--- config.mk ---
export PLATFORM = sky130hd
export DESIGN_NAME = gp9001_host_if
export DESIGN_NICKNAME = d
export VERILOG_FILES = /design/src/rtl/gp9001_host_if.sv
export SDC_FILE = /design/constraint.sdc
export NUM_CORES = 1
export LEC_CHECK = 0
export ABC_AREA = 0
export CORE_AREA = 4 4 113 115
export CTS_CLUSTER_SIZE = 28
export DETAILED_ROUTE_END_ITERATION = 8
export DIE_AREA = 0 0 117 119
export GPL_ROUTABILITY_DRIVEN = 0
export HOLD_SLACK_MARGIN = 0.03
export MAX_ROUTING_LAYER = met4
export PLACE_DENSITY = 0.73
export SLEW_MARGIN = 20
export SYNTH_ARGS = -nofsm -noshare
export SYNTH_HDL_FRONTEND = slang
export SYNTH_SLANG_ARGS = --single-unit
--- constraint.sdc ---
create_clock -name CLK96 -period 2.55 [get_ports CLK96]
set_input_delay 0.51 -clock CLK96 [delete_from_list [all_inputs] [get_ports CLK96]]
set_output_delay 0.51 -clock CLK96 [all_outputs]
set_load 0.05 [all_outputs]
--- src/rtl/gp9001_host_if.sv ---
// gp9001_host_if
// Slave side of the 68k -> GP9001 op handshake. It services the CPU glue's
// level-held op strobes: register select and write, VRAM pointer load, and
// VRAM read/write with pointer auto-increment. It arbitrates the VRAM port
// against the renderer.
//
// Ports
//   CLK96, RESET96_N             clock, async active-low reset
//   OP_*                         level op requests from the CPU glue
//   DIN, UDSn, LDSn              CPU write data and byte strobes (active low)
//   GP9001_ACK, GP9001_DOUT      op complete, read data
//   VRAM_BUSY                    renderer owns the VRAM port this cycle
//   VRAM_ADDR/WE/D/RD, VRAM_Q    VRAM port (registered requests)
//   REG_WE, REG_IDX, REG_DATA    register write strobe, index and data
//
// state    | meaning
// ---------+--------------------------------------------------------------
// IDLE     | waiting for an op; highest-priority op is taken
// BUS_WAIT | RAM op pending; waiting for the renderer to release VRAM
// RD_WAIT  | read issued; counting out VRAM read latency
// DONE     | ACK high; held until every OP_* is low
module gp9001_host_if #(
  parameter int VRAM_AW = 14,
  parameter int RD_LAT  = 2,
  parameter int NREG_W  = 8
) (
  input  logic               CLK96,
  input  logic               RESET96_N,
  input  logic               OP_SELECT_REG,
  input  logic               OP_WRITE_REG,
  input  logic               OP_WRITE_RAM,
  input  logic               OP_READ_RAM_H,
  input  logic               OP_READ_RAM_L,
  input  logic               OP_SET_RAM_PTR,
  input  logic [15:0]        DIN,
  input  logic               UDSn,
  input  logic               LDSn,
  output logic               GP9001_ACK,
  output logic [15:0]        GP9001_DOUT,
  input  logic               VRAM_BUSY,
  output logic [VRAM_AW-1:0] VRAM_ADDR,
  output logic [1:0]         VRAM_WE,
  output logic [15:0]        VRAM_D,
  output logic               VRAM_RD,
  input  logic [15:0]        VRAM_Q,
  output logic               REG_WE,
  output logic [NREG_W-1:0]  REG_IDX,
  output logic [15:0]        REG_DATA
);

  typedef enum logic [1:0] {
    S_IDLE,
    S_BUS_WAIT,
    S_RD_WAIT,
    S_DONE
  } state_t;

  // VRAM_Q is sampled on the RD_LAT-th rising edge after the edge that
  // raised VRAM_RD; the counter is preloaded so it hits zero on that edge.
  localparam logic [2:0]         RD_CNT_INIT = 3'(RD_LAT - 1);
  localparam logic [VRAM_AW-1:0] PTR_ONE     = VRAM_AW'(1);

  state_t               state_q, state_d;
  logic                 is_rd_q, is_rd_d;
  logic [VRAM_AW-1:0]   ptr_q, ptr_d;
  logic [VRAM_AW-1:0]   addr_q, addr_d;
  logic [2:0]           cnt_q, cnt_d;
  logic [15:0]          dout_q, dout_d;
  logic [15:0]          vd_q, vd_d;
  logic [15:0]          rdata_q, rdata_d;
  logic [NREG_W-1:0]    idx_q, idx_d;
  logic [1:0]           we_q, we_d;
  logic                 rd_q, rd_d;
  logic                 regwe_q, regwe_d;
  logic                 any_op;

  assign any_op = OP_SELECT_REG | OP_WRITE_REG | OP_WRITE_RAM |
                  OP_READ_RAM_H | OP_READ_RAM_L | OP_SET_RAM_PTR;

  always_ff @(posedge CLK96 or negedge RESET96_N) begin
    if (!RESET96_N) begin
      state_q <= S_IDLE;
      is_rd_q <= 1'b0;
      ptr_q   <= '0;
      addr_q  <= '0;
      cnt_q   <= '0;
      dout_q  <= '0;
      vd_q    <= '0;
      rdata_q <= '0;
      idx_q   <= '0;
      we_q    <= '0;
      rd_q    <= 1'b0;
      regwe_q <= 1'b0;
    end else begin
      state_q <= state_d;
      is_rd_q <= is_rd_d;
      ptr_q   <= ptr_d;
      addr_q  <= addr_d;
      cnt_q   <= cnt_d;
      dout_q  <= dout_d;
      vd_q    <= vd_d;
      rdata_q <= rdata_d;
      idx_q   <= idx_d;
      we_q    <= we_d;
      rd_q    <= rd_d;
      regwe_q <= regwe_d;
    end
  end

  always_comb begin
    state_d = state_q;
    is_rd_d = is_rd_q;
    ptr_d   = ptr_q;
    addr_d  = addr_q;
    cnt_d   = cnt_q;
    dout_d  = dout_q;
    vd_d    = vd_q;
    rdata_d = rdata_q;
    idx_d   = idx_q;
    we_d    = 2'b00;
    rd_d    = 1'b0;
    regwe_d = 1'b0;

    case (state_q)
      S_IDLE: begin
        if (OP_SET_RAM_PTR) begin
          ptr_d   = DIN[VRAM_AW-1:0];
          state_d = S_DONE;
        end else if (OP_SELECT_REG) begin
          idx_d   = DIN[NREG_W-1:0];
          state_d = S_DONE;
        end else if (OP_WRITE_REG) begin
          rdata_d = DIN;
          regwe_d = 1'b1;
          state_d = S_DONE;
        end else if (OP_WRITE_RAM) begin
          is_rd_d = 1'b0;
          state_d = S_BUS_WAIT;
        end else if (OP_READ_RAM_H || OP_READ_RAM_L) begin
          is_rd_d = 1'b1;
          state_d = S_BUS_WAIT;
        end
      end

      S_BUS_WAIT: begin
        if (!VRAM_BUSY) begin
          // Address is the pre-increment pointer; the pointer bumps even
          // when both byte strobes are inactive.
          addr_d = ptr_q;
          ptr_d  = ptr_q + PTR_ONE;
          if (is_rd_q) begin
            rd_d    = 1'b1;
            cnt_d   = RD_CNT_INIT;
            state_d = S_RD_WAIT;
          end else begin
            we_d    = {~UDSn, ~LDSn};
            vd_d    = DIN;
            state_d = S_DONE;
          end
        end
      end

      S_RD_WAIT: begin
        if (cnt_q == 3'd0) begin
          dout_d  = VRAM_Q;
          state_d = S_DONE;
        end else begin
          cnt_d = cnt_q - 3'd1;
        end
      end

      S_DONE: begin
        if (!any_op) state_d = S_IDLE;
      end

      default: state_d = S_IDLE;
    endcase
  end

  assign GP9001_ACK  = (state_q == S_DONE);
  assign GP9001_DOUT = dout_q;
  assign VRAM_ADDR   = addr_q;
  assign VRAM_WE     = we_q;
  assign VRAM_D      = vd_q;
  assign VRAM_RD     = rd_q;
  assign REG_WE      = regwe_q;
  assign REG_IDX     = idx_q;
  assign REG_DATA    = rdata_q;

endmodule

# [Word-level counts from Yosys, hierarchy flattened]
# Cells that the tools add are included.
[word_totals] ff_bits=94 latch_bits=0 ramBits=0 romBits=0 in_bits=43 elab_cells=80 n_memories=0
[classes] addsub=2 n_mul=0 div=0 magnitude_cmp=0 n_eq_ne=10 shifts=0 mux=29 bitwise=12 reduce_logical=15
[op_table] op="$mux 14" count=2
[op_table] op="$pmux 14 s2" count=1
[op_table] op="$mux 2" count=11
[op_table] op="$add 14x1->14 const B" count=1
[op_table] op="$ne 2x2->1 const B" count=6
[op_table] op="$reduce_and 4->1" count=3
[op_table] op="$mux 1" count=10
[op_table] op="$mux 3" count=3
[op_table] op="$reduce_and 3->1" count=3
[op_table] op="$pmux 2 s4" count=1
[op_table] op="$not 1->1" count=7
[op_table] op="$ne 6x6->1 const B" count=1
[op_table] op="$pmux 3 s2" count=1
[op_table] op="$reduce_bool 2->1" count=3
[op_table] op="$or 1x1->1" count=5
[op_table] op="$reduce_and 5->1" count=1
[op_table] op="$eq 2x2->1 const B" count=2
[op_table] op="$reduce_and 2->1" count=2
[op_table] op="$logic_not 3->1" count=1
[op_table] op="$sub 3x1->3 const B" count=1
[op_table] op="$eq 2x1->1 const B" count=1
[op_table] op="$logic_not 2->1" count=1
[op_table] op="$logic_or 1x1->1" count=1

# [Depth between registers and ports, before layout]
# Gate-level depths: netlist of run 1.
[logic_depth] word_depth=7 depth_mapped=8 depth_no_buf=6

# [Worst setup path after synthesis of run 1]
# OpenSTA, ideal clock, no wires.
[synth_path] path_kind="flip-flop to flip-flop" start="register state_q[0]" end="register rdata_q[0], in the netlist REG_DATA[0]" setup_time_ps=125 arrival_ps=1739 t_required_ps=2425 setup_slack_ps=686 path_stages_with_launch=7 cell_sequence="dfrtp_1 > inv_1 > ha_1 > nand2b_1 > nor3b_4 > buf_6 > mux2_2"
[synth_between] elab_chain_cells=2
[synth_lines] element="start, declared" line_no="63" text="state_t state_q, state_d;"
[synth_lines] element="start signal, assigned" line_no="95" text="state_q <= state_d;"
[synth_lines] element="$logic_not 2->1" line_no="124" text="case (state_q)"
[synth_lines] element="$reduce_and 4->1 (no source line)"
[synth_lines] element="end signal, assigned" line_no="102" text="rdata_q <= rdata_d;"
[synth_lines] element="end, declared" line_no="70" text="logic [15:0] rdata_q, rdata_d;"
# No other way between the ends.
# A chain may end at the register's enable or synchronous reset.

# [Worst setup path after layout of run 1]
[layout_path] start="register state_q[0]" end="output GP9001_ACK"
[layout_between] elab_chain_cells=1
[layout_lines] element="$eq 2x2->1" line_no="180" text="assign GP9001_ACK = (state_q == S_DONE);"
[layout_lines] element="end, declared" line_no="38" text="output logic GP9001_ACK,"
# No other way between the ends.

==> results of run 1 <==
-- cell usage in the layout, fill, tap and decap left out, drive strengths merged, types with 5 or more instances in the layout --
| cell type | count |
|---|---|
| mux2 | 71 |
| nand2b | 5 |
| a2bb2oi | 9 |
| dfrtp | 94 |
| clkdlybuf4s50 | 116 |
| nand3 | 7 |
| a21oi | 15 |
| clkbuf | 10 |
| nor2 | 6 |
| ha | 8 |
| inv | 12 |
| buf | 11 |
| nand2 | 19 |
| nor3 | 5 |
| o21ai | 10 |
| mux2i | 5 |
-- how the worst min path moves through the flow --
stage                     slack [ps]                          to      start
after detailed placement         400   VRAM_ADDR[13]$_DFFE_PN0P_  RESET96_N
after global placement           400   VRAM_ADDR[13]$_DFFE_PN0P_  RESET96_N
final                             30    VRAM_ADDR[4]$_DFFE_PN0P_  RESET96_N
after global routing              40   VRAM_ADDR[13]$_DFFE_PN0P_  RESET96_N
after CTS                         30    VRAM_ADDR[4]$_DFFE_PN0P_  RESET96_N
after floorplan                  210  GP9001_DOUT[0]$_DFFE_PN0P_  RESET96_N
-- Yosys cell counts (2+ instances only) --
library cell,number,area [um^2]
a21oi_1,15,75.1
ha_1,8,100
inv_1,10,37.5
nor2_1,5,18.8
dfrtp_1,94,2350
and3_1,3,18.8
nand2b_1,5,31.3
a2bb2oi_1,9,78.8
o22ai_1,4,25.0
nor3_1,5,25.0
nand2_1,19,71.3
o21ai_0,10,50.1
buf_1,3,11.3
mux2i_1,5,50.1
and4_1,2,17.5
mux2_2,71,800
buf_6,2,22.5
buf_4,2,15.0
nand4_1,3,18.8
nand3_1,6,30.0
a41o_1,2,20.0
buf_2,4,20.0
clkbuf_1,3,11.3
o211ai_1,2,15.0
o21a_1,2,15.0
-- cell families (layout without fill, tap and decap cells) --
| kind of cell | count (synthesis) | after routing | share of synthesized area, % |
|---|---|---|---|
| adders and majority gates | 8 | 8 | 2.46 |
| and+or+nand+nor | 58 | 58 | 8.10 |
| DFF | 94 | 94 | 57.9 |
| AOI/OAI and AO/OA | 48 | 48 | 7.70 |
| buffers and inverters | 24 | 153 | 2.90 |
| muxes | 76 | 76 | 20.9 |
-- metrics by stage --
stage | instance area [um^2] | hold WS, ps | utilization (%) | worst slack, ps | cells
2_1_floorplan | 4060 | 214 | - | 686 | 308
3_5_place_dp | 5420 | 401 | 45.9 | 248 | 568
3_3_place_gp | 5420 | 399 | 45.9 | 331 | 568
6_report | 5750 | 34.0 | 48.7 | 258 | 584
5_1_grt | 5750 | 37.6 | 48.7 | 176 | 584
4_1_cts | 5750 | 31.2 | 48.7 | 228 | 584
-- worst max-delay path, delay by kind of cell, from the launching register on --
kind       cells  cell delay [ps]
buf+inv        1              810
fa+ha+maj      1              200
flops          1              430
-- layout make-up --
class | count | area, um^2 | area share, %
inverters | 10 | 37.5 | 0.653
well taps | 147 | 184 | 3.20
repair buffers | 127 | 1260 | 21.8
multi-input cells | 190 | 1590 | 27.7
clock buffers | 10 | 239 | 4.15
flip-flops and latches | 94 | 2350 | 40.9
clock inverters | 6 | 91.3 | 1.59
-- routing by layer --
layer  wire length (um)  global-route usage (%)  vias to the layer above  part of all wire, %
li1                   -                       -                     1360                    -
met1               4630                    20.5                     1454                   48
met2               4590                    22.7                       81                   47
met3                397                    3.51                       10                  4.1
met4                114                    3.94                        0                  1.2
met5                  0                       -                        -                    0
-- state kept, by name (all words and copies together), names as in the netlist --
signal and flops:
REG_WE 1, REG_DATA 16, REG_IDX 8, VRAM_D 16, VRAM_RD 1, ptr_q 14, state_q 2, GP9001_DOUT 16
is_rd_q 1, VRAM_WE 2, cnt_q 3, VRAM_ADDR 14
==> out/results.ini, run 1 <==
[run_status]
status=completed

[timing]
relSlewSlack_pct=62.9
fin_crit_sh_pct=89.9
final.setup_skew_ps=9.78
finalHoldViolCount=0
maxSlewViolCount=0
rsz0062_at_grt=no
min_period_ps=2290
tightest_slew_ps=555
tns_ps=0
max_freq_ghz=0.436
setup_viol=0

[clock_network]
cts_tree=built
clk_pin_slew_ps=70
clockRootBuffer=clkbuf_16
clk_latency_ps=340
cts_setup_buffers=0
hold_buffers=0
cts-resized-gates=0
clock-sinks=94
htree_levels=3
clock_path_buffers=2
cts-buffers-inserted=9

[global_routing]
grtUsageTotal_pct=15.0
grt_pass1_vias=3154
grt_pass1_wl_mm=16.0
grt_max_degree=48
antenna_found_initial=0
grt_overflow=0

[floorplan]
die_width_um=117
start_util_pct=34.4
core_area_mm2=0.0118
top_level_ports=118
placementRows=40
die_h_um=119
die_area_mm2=0.0139

[finish]
drive_gt1_share_pct=23.8
nFillCells=1089
fin_nets=483
synthToLayoutAreaGrowth_pct=41.6
diodes=0

[synthesis]
synth_edf_count=0
ys_warn_count=0
ys.flop_type=dfrtp_1
ys_seq_area_share_pct=57.9
ys_types=39
synth_fp_nets=359
async_reset_ff_share_pct=100
ys_seq_elements=94
syn_area_mm2=0.00406
synthCells=308
syn_avg_cell_area_um2=13.2

[detailed_routing]
drcViolationCount=0
final_antenna_net_count=0
vias=2905
wl_per_cell_um=16.7
drt_iter0_markers=87
firstDrtPassIters=4
drt_wl_total_mm=9.73
vias_per_cell=4.97

[run]
maxCapViolCount=0

[worst_setup_path]
crit_fanout=5
rr_startpoint=state_q[1]$_DFFE_PN0P_
r2r-end=ptr_q[2]$_DFFE_PN0P_
slowest_stage=clkdlybuf4s50_1
max_stage_delay_ps=810
worst_setup_path_start_kind=flip-flop
worstPathCellList=ha_1 > clkdlybuf4s50_1
crit_type=reg -> out
arrival_ps=1780
reg2regPathDepth=6
critPathCapture=GP9001_ACK
critPathRequiredTime_ps=2040
regToRegSetupSlack_ps=490
crit_start=state_q[0]$_DFFE_PN0P_
cp-end-kind=output port

[place]
io_buffer_count=117
dp_hpwl_mm=7.13

[hold_path]
hold_class=in -> async

Power of run 1 is not shown: default switching activity piles up to over one toggle a cycle in this logic, so the estimate is an artifact.
==> inputs of run 2 (changes only) <==
Settings changed: GPL_ROUTABILITY_DRIVEN 0 to 1.
==> results of run 2 <==
No change in the layout: final DEF, timing and power equal those of run 1.
Power of run 2 is left out for the same reason.
